`config.mk`:
```
export PLATFORM = sky130hd
export DESIGN_NAME = axis_byte_packer
export DESIGN_NICKNAME = d
export VERILOG_FILES = /design/src/rtl/axis_pack_pkg.sv /design/src/rtl/axis_keep_compactor.sv /design/src/rtl/axis_byte_packer.sv
export SDC_FILE = /design/constraint.sdc
export NUM_CORES = 1
export LEC_CHECK = 0
export ABC_CLOCK_PERIOD_IN_PS = 5300
export CAP_MARGIN = 40
export CELL_PAD_IN_SITES_DETAIL_PLACEMENT = 0
export CELL_PAD_IN_SITES_GLOBAL_PLACEMENT = 1
export CORE_ASPECT_RATIO = 2
export CORE_MARGIN = 3
export CORE_UTILIZATION = 39
export DETAILED_ROUTE_END_ITERATION = 7
export PLACE_DENSITY = 0.83
export SYNTH_ARGS = -nofsm -noshare
export SYNTH_HDL_FRONTEND = slang
export SYNTH_HIERARCHICAL = 1
export SYNTH_SLANG_ARGS = --single-unit
```
`constraint.sdc`:
```
create_clock -name aclk -period 5.3 [get_ports aclk]
set_clock_uncertainty 0.05 [all_clocks]
set_input_delay 1.06 -clock aclk [delete_from_list [all_inputs] [get_ports aclk]]
set_output_delay 1.06 -clock aclk [all_outputs]
set_load 0.02 [all_outputs]
```
`src/rtl/axis_pack_pkg.sv`:
```
`default_nettype none
// ============================================================================
//  Module      : axis_pack_pkg
//  Description : Shared types and helper functions for the AXI-Stream byte
//                packing / keep-stripping blocks.
//  Revision    : 1.0 - initial release
// ============================================================================
package axis_pack_pkg;

    typedef logic [7:0] byte_t;

    // Number of set bits in a keep vector (callers zero-extend to 64 bits).
    function automatic int unsigned popcount(input logic [63:0] keep);
        int unsigned n;
        n = 0;
        for (int k = 0; k < 64; k++) begin
            n += 32'(keep[k]);
        end
        return n;
    endfunction

    // Width of a counter able to hold the values 0..bytes inclusive.
    function automatic int cnt_w(input int bytes);
        return $clog2(bytes + 1);
    endfunction

endpackage
`default_nettype wire

```
`src/rtl/axis_keep_compactor.sv`:
```
`default_nettype none
// ============================================================================
//  Module      : axis_keep_compactor
//  Description : Combinational keep compactor. Gathers the kept byte lanes of
//                one beat into the low lanes, in ascending lane order, and
//                reports how many bytes were kept. Unused upper lanes are 0.
//  Revision    : 1.0 - initial release
// ============================================================================
module axis_keep_compactor
    import axis_pack_pkg::*;
#(
    parameter int N_IN = 5
) (
    input  logic [8*N_IN-1:0]        i_tdata,
    input  logic [N_IN-1:0]          i_tkeep,
    output logic [8*N_IN-1:0]        o_data,
    output logic [cnt_w(N_IN)-1:0]   o_cnt
);

    localparam int c_CW = cnt_w(N_IN);

    // Walk the lanes in order and drop each kept byte into the next free slot.
    always_comb begin
        int w_pos;
        byte_t w_byte;
        o_data = '0;
        w_pos  = 0;
        w_byte = '0;
        for (int k = 0; k < N_IN; k++) begin
            if (i_tkeep[k]) begin
                w_byte = i_tdata[8*k +: 8];
                o_data[8*w_pos +: 8] = w_byte;
                w_pos = w_pos + 1;
            end
        end
    end

    assign o_cnt = c_CW'(popcount(64'(i_tkeep)));

endmodule
`default_nettype wire

```
`src/rtl/axis_byte_packer.sv`:
```
`default_nettype none
// ============================================================================
//  Module      : axis_byte_packer
//  Description : AXI-Stream byte packer with independent input/output widths.
//                Null bytes are dropped, kept bytes are compacted in order and
//                emitted as dense N_OUT-byte beats. tlast flushes a partial
//                final beat; an all-null packet still yields one tlast beat.
//  Revision    : 1.0 - initial release
// ============================================================================
module axis_byte_packer
    import axis_pack_pkg::*;
#(
    parameter int N_IN      = 5,
    parameter int N_OUT     = 5,
    // Must be at least N_IN+N_OUT-1 so a stalled partial beat never deadlocks.
    parameter int BUF_BYTES = N_IN + N_OUT
) (
    input  logic                 aclk,
    input  logic                 aresetn,
    input  logic [8*N_IN-1:0]    in_tdata,
    input  logic [N_IN-1:0]      in_tkeep,
    input  logic                 in_tlast,
    input  logic                 in_tvalid,
    output logic                 in_tready,
    output logic [8*N_OUT-1:0]   out_tdata,
    output logic [N_OUT-1:0]     out_tkeep,
    output logic                 out_tlast,
    output logic                 out_tvalid,
    input  logic                 out_tready
);

    localparam int c_CW = cnt_w(BUF_BYTES);
    localparam int c_IW = cnt_w(N_IN);
    localparam logic [c_CW-1:0] c_N_OUT = c_CW'(N_OUT);

    logic [8*N_IN-1:0]      w_cmp_data;
    logic [c_IW-1:0]        w_cmp_cnt;

    logic [8*BUF_BYTES-1:0] r_buf;
    logic [8*BUF_BYTES-1:0] w_buf_nxt;
    logic [8*BUF_BYTES-1:0] w_app;
    logic [c_CW-1:0]        r_cnt;
    logic [c_CW-1:0]        w_cnt_nxt;
    logic [c_CW-1:0]        w_cnt_rem;
    logic [c_CW-1:0]        w_loaded;
    logic                   r_flush;
    logic                   w_flush_nxt;
    logic                   r_in_tready;
    logic                   w_ready_nxt;

    logic                   w_accept;
    logic                   w_out_free;
    logic                   w_load_full;
    logic                   w_load_flush;
    logic                   w_last_load;
    logic [N_OUT-1:0]       w_out_keep;

    logic [8*N_OUT-1:0]     r_out_tdata;
    logic [N_OUT-1:0]       r_out_tkeep;
    logic                   r_out_tlast;
    logic                   r_out_tvalid;

    axis_keep_compactor #(
        .N_IN    (N_IN)
    ) u_compactor (
        .i_tdata (in_tdata),
        .i_tkeep (in_tkeep),
        .o_data  (w_cmp_data),
        .o_cnt   (w_cmp_cnt)
    );

    // Next-state for buffer, count, flush flag and the registered ready.
    always_comb begin
        w_accept     = in_tvalid & r_in_tready;
        w_out_free   = ~r_out_tvalid | out_tready;
        w_load_full  = w_out_free & (r_cnt >= c_N_OUT);
        // Covers the empty-packet case too: count may be 0 here.
        w_load_flush = w_out_free & r_flush & (r_cnt < c_N_OUT);
        w_last_load  = w_load_flush | (w_load_full & r_flush & (r_cnt == c_N_OUT));

        if (w_load_full) begin
            w_loaded = c_N_OUT;
        end else if (w_load_flush) begin
            w_loaded = r_cnt;
        end else begin
            w_loaded = '0;
        end

        w_app = '0;
        if (w_accept) begin
            w_app[8*N_IN-1:0] = w_cmp_data;
        end

        // Bytes above count are always zero, so drain-then-OR appends cleanly.
        w_cnt_rem = r_cnt - w_loaded;
        w_buf_nxt = (r_buf >> (8 * int'(w_loaded))) | (w_app << (8 * int'(w_cnt_rem)));
        w_cnt_nxt = w_cnt_rem + (w_accept ? c_CW'(w_cmp_cnt) : '0);

        if (w_accept & in_tlast) begin
            w_flush_nxt = 1'b1;
        end else if (w_last_load) begin
            w_flush_nxt = 1'b0;
        end else begin
            w_flush_nxt = r_flush;
        end

        w_ready_nxt = ~w_flush_nxt & ((int'(w_cnt_nxt) + N_IN) <= BUF_BYTES);

        for (int k = 0; k < N_OUT; k++) begin
            w_out_keep[k] = w_load_full | (k < int'(r_cnt));
        end
    end

    // Staging buffer, byte count, packet-flush flag and input ready.
    always_ff @(posedge aclk) begin
        if (!aresetn) begin
            r_buf       <= '0;
            r_cnt       <= '0;
            r_flush     <= 1'b0;
            r_in_tready <= 1'b0;
        end else begin
            r_buf       <= w_buf_nxt;
            r_cnt       <= w_cnt_nxt;
            r_flush     <= w_flush_nxt;
            r_in_tready <= w_ready_nxt;
        end
    end

    // Output register: loads a full or flush beat whenever it is free.
    always_ff @(posedge aclk) begin
        if (!aresetn) begin
            r_out_tdata  <= '0;
            r_out_tkeep  <= '0;
            r_out_tlast  <= 1'b0;
            r_out_tvalid <= 1'b0;
        end else if (w_load_full | w_load_flush) begin
            r_out_tdata  <= r_buf[8*N_OUT-1:0];
            r_out_tkeep  <= w_out_keep;
            r_out_tlast  <= w_last_load;
            r_out_tvalid <= 1'b1;
        end else if (out_tready) begin
            r_out_tvalid <= 1'b0;
        end
    end

    assign in_tready  = r_in_tready;
    assign out_tdata  = r_out_tdata;
    assign out_tkeep  = r_out_tkeep;
    assign out_tlast  = r_out_tlast;
    assign out_tvalid = r_out_tvalid;

endmodule
`default_nettype wire

```
==> results_dict.tcl, run 1 <==
set metrics [dict create \
    powerDensity_mw_per_mm2 407.0 \
    stdcell_count 1745 \
    post_drt_wl_per_cell_um 19.41 \
    drive_above_1_share 0.1256 \
    grt_max_degree 72 \
    syn_to_final_growth_pct 22.74 \
    min_period_over_period 0.9413 \
    path_max_fanout 5 \
    placed_area_mm2 0.01161 \
    max_slew_margin 0.4120 \
    cp_data_arrival_time_ps 5300 \
    fmax_mhz 200.5 \
    cts_resized 0 \
    synthArstFlopShare 0 \
    synth_edf_count 0 \
    p_leak_nw 4.929 \
    die_x_um 119.1 \
    finalInstanceArea_mm2 0.01224 \
    holdBufCountCts 0 \
    min_path_cells 2 \
    dr.pass1.iters 5 \
    clock_latency_ps 430 \
    track_usage 0.2442 \
    final-seq-area_mm2 0.002663 \
    crit_type "in2reg" \
    min_from "out_tdata[27]$_SDFFE_PN0P_" \
    holdPathEnd "out_tdata[27]$_SDFFE_PN0P_" \
    finalSetupViolations 0 \
    h-tree-depth 4 \
    min_period_ps 4989 \
    yosys.cell_count.top_type "nand2_1" \
    synth.area.top_cells "dfxtp_1 27%, nand2_1 12%, mux2i_1 8.2%" \
    antenna_cells 0 \
    cts_tree "yes" \
    yosysTopAreaCellShare 0.2671 \
    postCtsSetupBuffers 0 \
    rows 82 \
    synth_nets 1368 \
    critPathSlowestCell "fa_1" \
    synth_area_per_cell_um2 7.687 \
    hp-class "reg2reg" \
    synth_ff_type "dfxtp_1" \
    clockBufferDepth 2 \
    finalHoldViolations 0 \
    grt.overflow.total 0 \
    outcome "finished clean" \
    final_max_slew_viol_count 0 \
    root_buffer "clkbuf_16" \
    synth_cell_types 75 \
    clkSinkCount 133 \
    dpl.cell_count 1713 \
    routed_wl_um 33880 \
    grt_pass1_wl_um 53900 \
    initial_utilization 0.3966 \
    r2r_end "r_buf[58]$_SDFF_PN0_" \
    drcViolationCount 0 \
    gp_congestion 0.9448 \
    synth_common_cells "321 x nand2_1, 133 x dfxtp_1, 85 x nand3_1" \
    io_buffers 97 \
    num_io_pins 98 \
    yosysWarnings 6 \
    maxCapViolations 0 \
    multi_input_area_mm2 0.006815 \
    dieArea_mm2 0.02763 \
    max_stage_delay_ps 650 \
    netlist_instances 1297 \
    final_net_count 1467 \
    synth_seq_cells 133 \
    clkTransAtPathRegs_ps 50 \
    dpl.hpwl_um 26720 \
    cts_buffers 17 \
    ant_nets 0 \
    syn-cell-area_mm2 0.009970 \
    irDropWorstVdd_mv 0.3940 \
    synth.largest_area_cell "dfxtp_1" \
    rrSetupSlack_ps 1610 \
    fillCellCount 2498 \
    drtIter0Drc 693 \
    cp_data_required_time_ps 5620 \
    rr_startpoint "r_cnt[1]$_SDFF_PN0_" \
    reg2regPathDepth 8 \
    core_mm2 0.02514 \
    worstMarginPinSlew_ps 878.7 \
    antenna_found_initial 0 \
    seq_area_frac_synth 0.2671 \
    fp.dieH_um 232.1 \
    rsz0062_at_grt "false" \
    vias 10215 \
    grt_pass1_vias 10109 \
    cp-start-kind "input port" \
    viasPerCell 5.854 \
    cp_cell_sequence "clkdlybuf4s50_1, fa_1, inv_1, ha_1, nand2b_1, o31a_1, inv_1, ha_1, nor2_1, and4_1, nand4_4, buf_4, mux2i_1, buf_4, nand4_1, a31oi_1, nand3b_1" \
    cp-end-kind "register" \
]
-- registers in the layout, indices dropped and copies added (netlist names) --
| register | cells |
|---|---|
| out_tlast | 1 |
| out_tkeep | 5 |
| r_flush | 1 |
| out_tvalid | 1 |
| out_tdata | 40 |
| r_buf | 80 |
| in_tready | 1 |
| r_cnt | 4 |
-- kinds of logic (layout without fill, tap and decap cells) --
logic type	Yosys count	count (layout)	share of synthesized area
AND/OR/NAND/NOR	567	567	0.2624
AO/OA/AOI/OAI	338	338	0.2459
flip-flops	133	133	0.2671
buffers and inverters	118	230	0.05108
multiplexers	113	113	0.1354
adder cells (fa/ha/maj)	21	21	0.03012
XOR/XNOR	7	7	0.008032
-- cells in the final DEF, fill, tap and decap left out, types with 26 or more instances in the layout --
master             n
nand2_1          321
dfxtp_1          133
clkdlybuf4s50_1   96
nand3_1           85
buf_4             83
mux2i_1           82
a21boi_0          50
a21oi_1           50
o21ai_0           44
nor2_1            37
and3_1            26
-- per-stage QoR --
stage                     power (W)  TNS (ps)  setup slack, ps  utilization  hold WS, ps
after floorplan            0.002901         0            281.5            -        393.7
after global placement     0.003700    -40.83           -17.36       0.4617        399.9
after detailed placement   0.003721     -1009           -112.0       0.4617        404.2
after CTS                  0.004979         0            339.4       0.4868        412.1
after global routing       0.005236         0            56.79       0.4868        431.0
final                      0.004980         0            311.3       0.4868        407.9
-- layout make-up --
class | count | share of cell area
clock inverter | 8 | 0.009714
clock buffer | 24 | 0.04182
multi-input combinational | 1046 | 0.5570
sequential | 133 | 0.2176
tap | 336 | 0.03436
timing repair buffer | 183 | 0.1348
inverter | 15 | 0.004806
-- worst max path at each step --
stage	cells past startpoint	endpoint	start	slack, ps
finish	17	r_buf[18]$_SDFF_PN0_	in_tkeep[0]	310
global route	17	r_buf[18]$_SDFF_PN0_	in_tkeep[0]	60
CTS	17	r_buf[45]$_SDFF_PN0_	in_tkeep[0]	340
detailed placement	16	r_buf[24]$_SDFF_PN0_	in_tkeep[0]	-110
global placement	17	r_buf[18]$_SDFF_PN0_	in_tkeep[0]	-20
floorplan	15	r_buf[30]$_SDFF_PN0_	in_tkeep[0]	280
-- layer usage --
layer  up-vias  wire [µm]  global-route usage
li1       4951          -                   -
met5         -          0                   0
met4         0       2112              0.1549
met1      4776      12620              0.2607
met3       117       1461             0.03169
met2       371      17680              0.4464
-- power by group --
| part | leakage [nW] | internal, W | total, W | switching, W |
|---|---|---|---|---|
| Sequential | 1.07 | 0.00108 | 0.00116 | 0.0000821 |
| Combinational | 3.54 | 0.000881 | 0.00257 | 0.00169 |
| Clock | 0.316 | 0.000812 | 0.00125 | 0.000439 |
-- worst max-delay path, delay by kind of cell --
kind	cells	cell delay, ps
fa+ha+maj	3	1250
buf+inv	5	1060
simple gates	6	1050
mux	1	360
compound gates	2	520
Power figures use the tool's default switching activity.
==> run 2: changes to the inputs <==
--- a/config.mk
+++ b/config.mk
@@ -5,15 +5,16 @@
 export SDC_FILE = /design/constraint.sdc
 export NUM_CORES = 1
 export LEC_CHECK = 0
+export ABC_AREA = 1
 export ABC_CLOCK_PERIOD_IN_PS = 5300
 export CAP_MARGIN = 40
 export CELL_PAD_IN_SITES_DETAIL_PLACEMENT = 0
 export CELL_PAD_IN_SITES_GLOBAL_PLACEMENT = 1
 export CORE_ASPECT_RATIO = 2
 export CORE_MARGIN = 3
-export CORE_UTILIZATION = 39
+export CORE_UTILIZATION = 30
 export DETAILED_ROUTE_END_ITERATION = 7
-export PLACE_DENSITY = 0.83
+export PLACE_DENSITY = 0.72
 export SYNTH_ARGS = -nofsm -noshare
 export SYNTH_HDL_FRONTEND = slang
 export SYNTH_HIERARCHICAL = 1
==> run 2 against run 1 <==
Net effect:
- global-route usage fell by 4.6 points
- flip-flop and latch count did not move
- non-clock buffer count fell by 36
- die area rose by 43%
- first-iteration DRC count rose by 30%
- clock power barely moved
- via count rose by 24%
- synthesized area rose by 12%
- count of clock-buffer cells in the layout fell by 2
- synthesized cell count rose by 51%
- routed wire length rose by 17%
- critical endpoint is now r_buf[4]$_SDFF_PN0_
- highest routed layer unchanged
==> results_dict.tcl, run 2 <==
set metrics [dict create \
    initial_utilization 0.3045 \
    clkTransAtPathRegs_ps 60 \
    syn-cell-area_mm2 0.01113 \
    path_delay_family "simple AND/OR/NAND/NOR gates" \
    vias 12669 \
    critPathSlowestCell "clkdlybuf4s50_1" \
    die_x_um 142.2 \
    stdcell_count 2469 \
    maxCapViolations 0 \
    grt_max_degree 79 \
    worstMarginPinSlew_ps 932.5 \
    rows 99 \
    irDropWorstVdd_mv 0.2693 \
    track_usage 0.1987 \
    num_io_pins 98 \
    synth.area.top_cells "dfxtp_1 24%, nand2_1 22%, nand3_1 14%" \
    netlist_instances 1963 \
    min_period_over_period 0.8995 \
    core_mm2 0.03654 \
    dpl.hpwl_um 29340 \
    yosysTopAreaCellShare 0.2393 \
    yosys.cell_count.top_type "nand2_1" \
    r2r_end "in_tready$_SDFF_PN0_" \
    postCtsSetupBuffers 0 \
    synth_area_per_cell_um2 5.668 \
    ant_nets 0 \
    clockBufferDepth 2 \
    hp-class "reg2reg" \
    gp_congestion 0.8786 \
    holdBufCountCts 0 \
    drcViolationCount 0 \
    synth_nets 2034 \
    root_buffer "clkbuf_16" \
    synth.largest_area_cell "dfxtp_1" \
    regMostFlops "r_buf" \
    synth_seq_cells 133 \
    grt_pass1_wl_um 64130 \
    antenna_cells 0 \
    final_max_slew_viol_count 0 \
    cp-end-kind "register" \
    synthSimpleGateAreaFrac 0.4829 \
    synth_edf_count 0 \
    total_power_w 0.007713 \
    synth_ff_type "dfxtp_1" \
    post_drt_wl_per_cell_um 16.02 \
    synth_top_family_by_area "simple AND/OR/NAND/NOR gates" \
    synth-xor-area-share 0.003711 \
    cp_cell_sequence "clkdlybuf4s50_1, buf_4, ha_1, o21ai_1, ha_1, inv_1, nand2_1, nand2_1, nand2_1, nor2_1, ha_1, nand3b_1, nor3_1, nand2_2, o21ai_2, nand2_1, inv_1, nand3_2, nor3_1, nand2_1, a31oi_1" \
    fp.dieH_um 278.4 \
    path_common_cell "nand2_1" \
    synth_common_cells "656 x nand2_1, 312 x nand3_1, 176 x inv_1" \
    cts_tree "yes" \
    rrSetupSlack_ps 1820 \
    min_from "r_buf[22]$_SDFF_PN0_" \
    most-common-layout-cells "656 x nand2_1, 311 x nand3_1, 174 x inv_1" \
    fin_setup_tns_ps 0 \
    viasPerCell 5.131 \
    io_buffers 97 \
    synth_compound_area_frac 0.1310 \
    routed_wl_um 39560 \
    yosysWarnings 6 \
    min_path_cells 2 \
    max_stage_delay_ps 560 \
    dieArea_mm2 0.03958 \
    seq_area_frac_synth 0.2393 \
    p_leak_nw 6.189 \
    synthArstFlopShare 0 \
    fmax_mhz 209.8 \
    syn_to_final_growth_pct 17.52 \
    dpl.cell_count 2437 \
    cp_data_required_time_ps 5600 \
    crit_type "in2reg" \
    powerDensity_mw_per_mm2 589.8 \
    rr_startpoint "r_cnt[1]$_SDFF_PN0_" \
    clkSinkCount 133 \
    final_common_cell "nand2_1" \
    dr.pass1.iters 7 \
    finalHoldViolations 0 \
    synthAdderAreaFrac 0.02699 \
    cp-start-kind "input port" \
    utilization 0.3579 \
    cts_resized 0 \
    reg2regPathDepth 19 \
    path_buf_inv 4 \
    holdPathEnd "out_tdata[22]$_SDFFE_PN0P_" \
    drive_above_1_share 0.07097 \
    path_max_fanout 14 \
    largest_reg_flops 80 \
    rsz0062_at_grt "false" \
    cts_buffers 17 \
    synth_cell_types 39 \
    max_slew_margin 0.3784 \
    antenna_found_initial 0 \
    outcome "finished clean" \
    final_net_count 2073 \
    grt.overflow.total 0 \
    finalSetupViolations 0 \
    min_period_ps 4767 \
    h-tree-depth 4 \
    clock_latency_ps 430 \
    drtIter0Drc 899 \
    synthMuxAreaShare 0 \
    grt_pass1_vias 11875 \
    cp_data_arrival_time_ps 5070 \
]
run 2: logic make-up (layout without fill, tap and decap cells):
group | after synthesis | after routing
AOI/OAI and AO/OA | 265 | 265
xor gates and xnor gates | 3 | 3
adders and majority gates | 21 | 21
buffers and inverters | 312 | 364
DFF | 133 | 133
and+or+nand+nor | 1229 | 1229
run 2: area by class of cell:
type | instances | area (µm²)
timing repair buffer | 147 | 1366
fill | 4077 | 23470
clock buffer | 22 | 484.2
sequential | 133 | 2663
clock inverter | 10 | 121.4
multi-input combinational | 1518 | 7179
inverter | 185 | 694.4
tap | 454 | 568.0
run 2: how the worst max path moves through the flow:
| stage | endpoint | from | cells after the start | slack [ps] |
|---|---|---|---|---|
| 3_5_place_dp | r_buf[4]$_SDFF_PN0_ | in_tkeep[0] | 21 | 100 |
| 2_1_floorplan | in_tready$_SDFF_PN0_ | out_tready | 19 | 300 |
| 3_3_place_gp | r_buf[4]$_SDFF_PN0_ | in_tkeep[1] | 20 | 160 |
| 6_report | r_buf[4]$_SDFF_PN0_ | in_tkeep[1] | 21 | 530 |
| 4_1_cts | r_buf[4]$_SDFF_PN0_ | in_tkeep[0] | 21 | 540 |
| 5_1_grt | r_buf[4]$_SDFF_PN0_ | in_tkeep[0] | 21 | 160 |
run 2: per-layer routing:
metal / vias to the layer above / GRT usage / routed length (µm)
met5: - / 0 / 0
met4: 0 / 0.07192 / 1095
met3: 61 / 0.02115 / 1514
met2: 374 / 0.3617 / 20610
met1: 5757 / 0.2369 / 16340
li1: 6477 / - / -
run 2: worst register-to-register path: stages, from the launching register on:
cell and delay [ps]:
dfxtp_1 490, nor2_2 80, nand2_2 110, nand3_2 130, nand2_2 100, inv_2 160, nor2_4 140, inv_2 50
ha_1 330, xnor2_2 230, inv_2 60, ha_1 330, xor2_1 220, inv_1 90, or2_2 290, o21ai_0 70
a21oi_1 50, or2_2 260, nor2_1 90, nor2_1 50
run 2: report_power, final:
group | internal [W] | leakage (nW) | switching (W)
Combinational | 0.00157 | 4.82 | 0.00339
Sequential | 0.00135 | 1.09 | 0.000171
Clock | 0.000745 | 0.285 | 0.000481
run 2: stage by stage:
stage	hold slack (ps)	worst slack [ps]	cell area (µm²)
6_report	415.3	532.8	13080
5_1_grt	431.4	162.1	13080
4_1_cts	416.0	544.6	13080
3_5_place_dp	405.9	98.80	12470
3_3_place_gp	402.1	163.4	12470
2_1_floorplan	379.9	301.1	11130
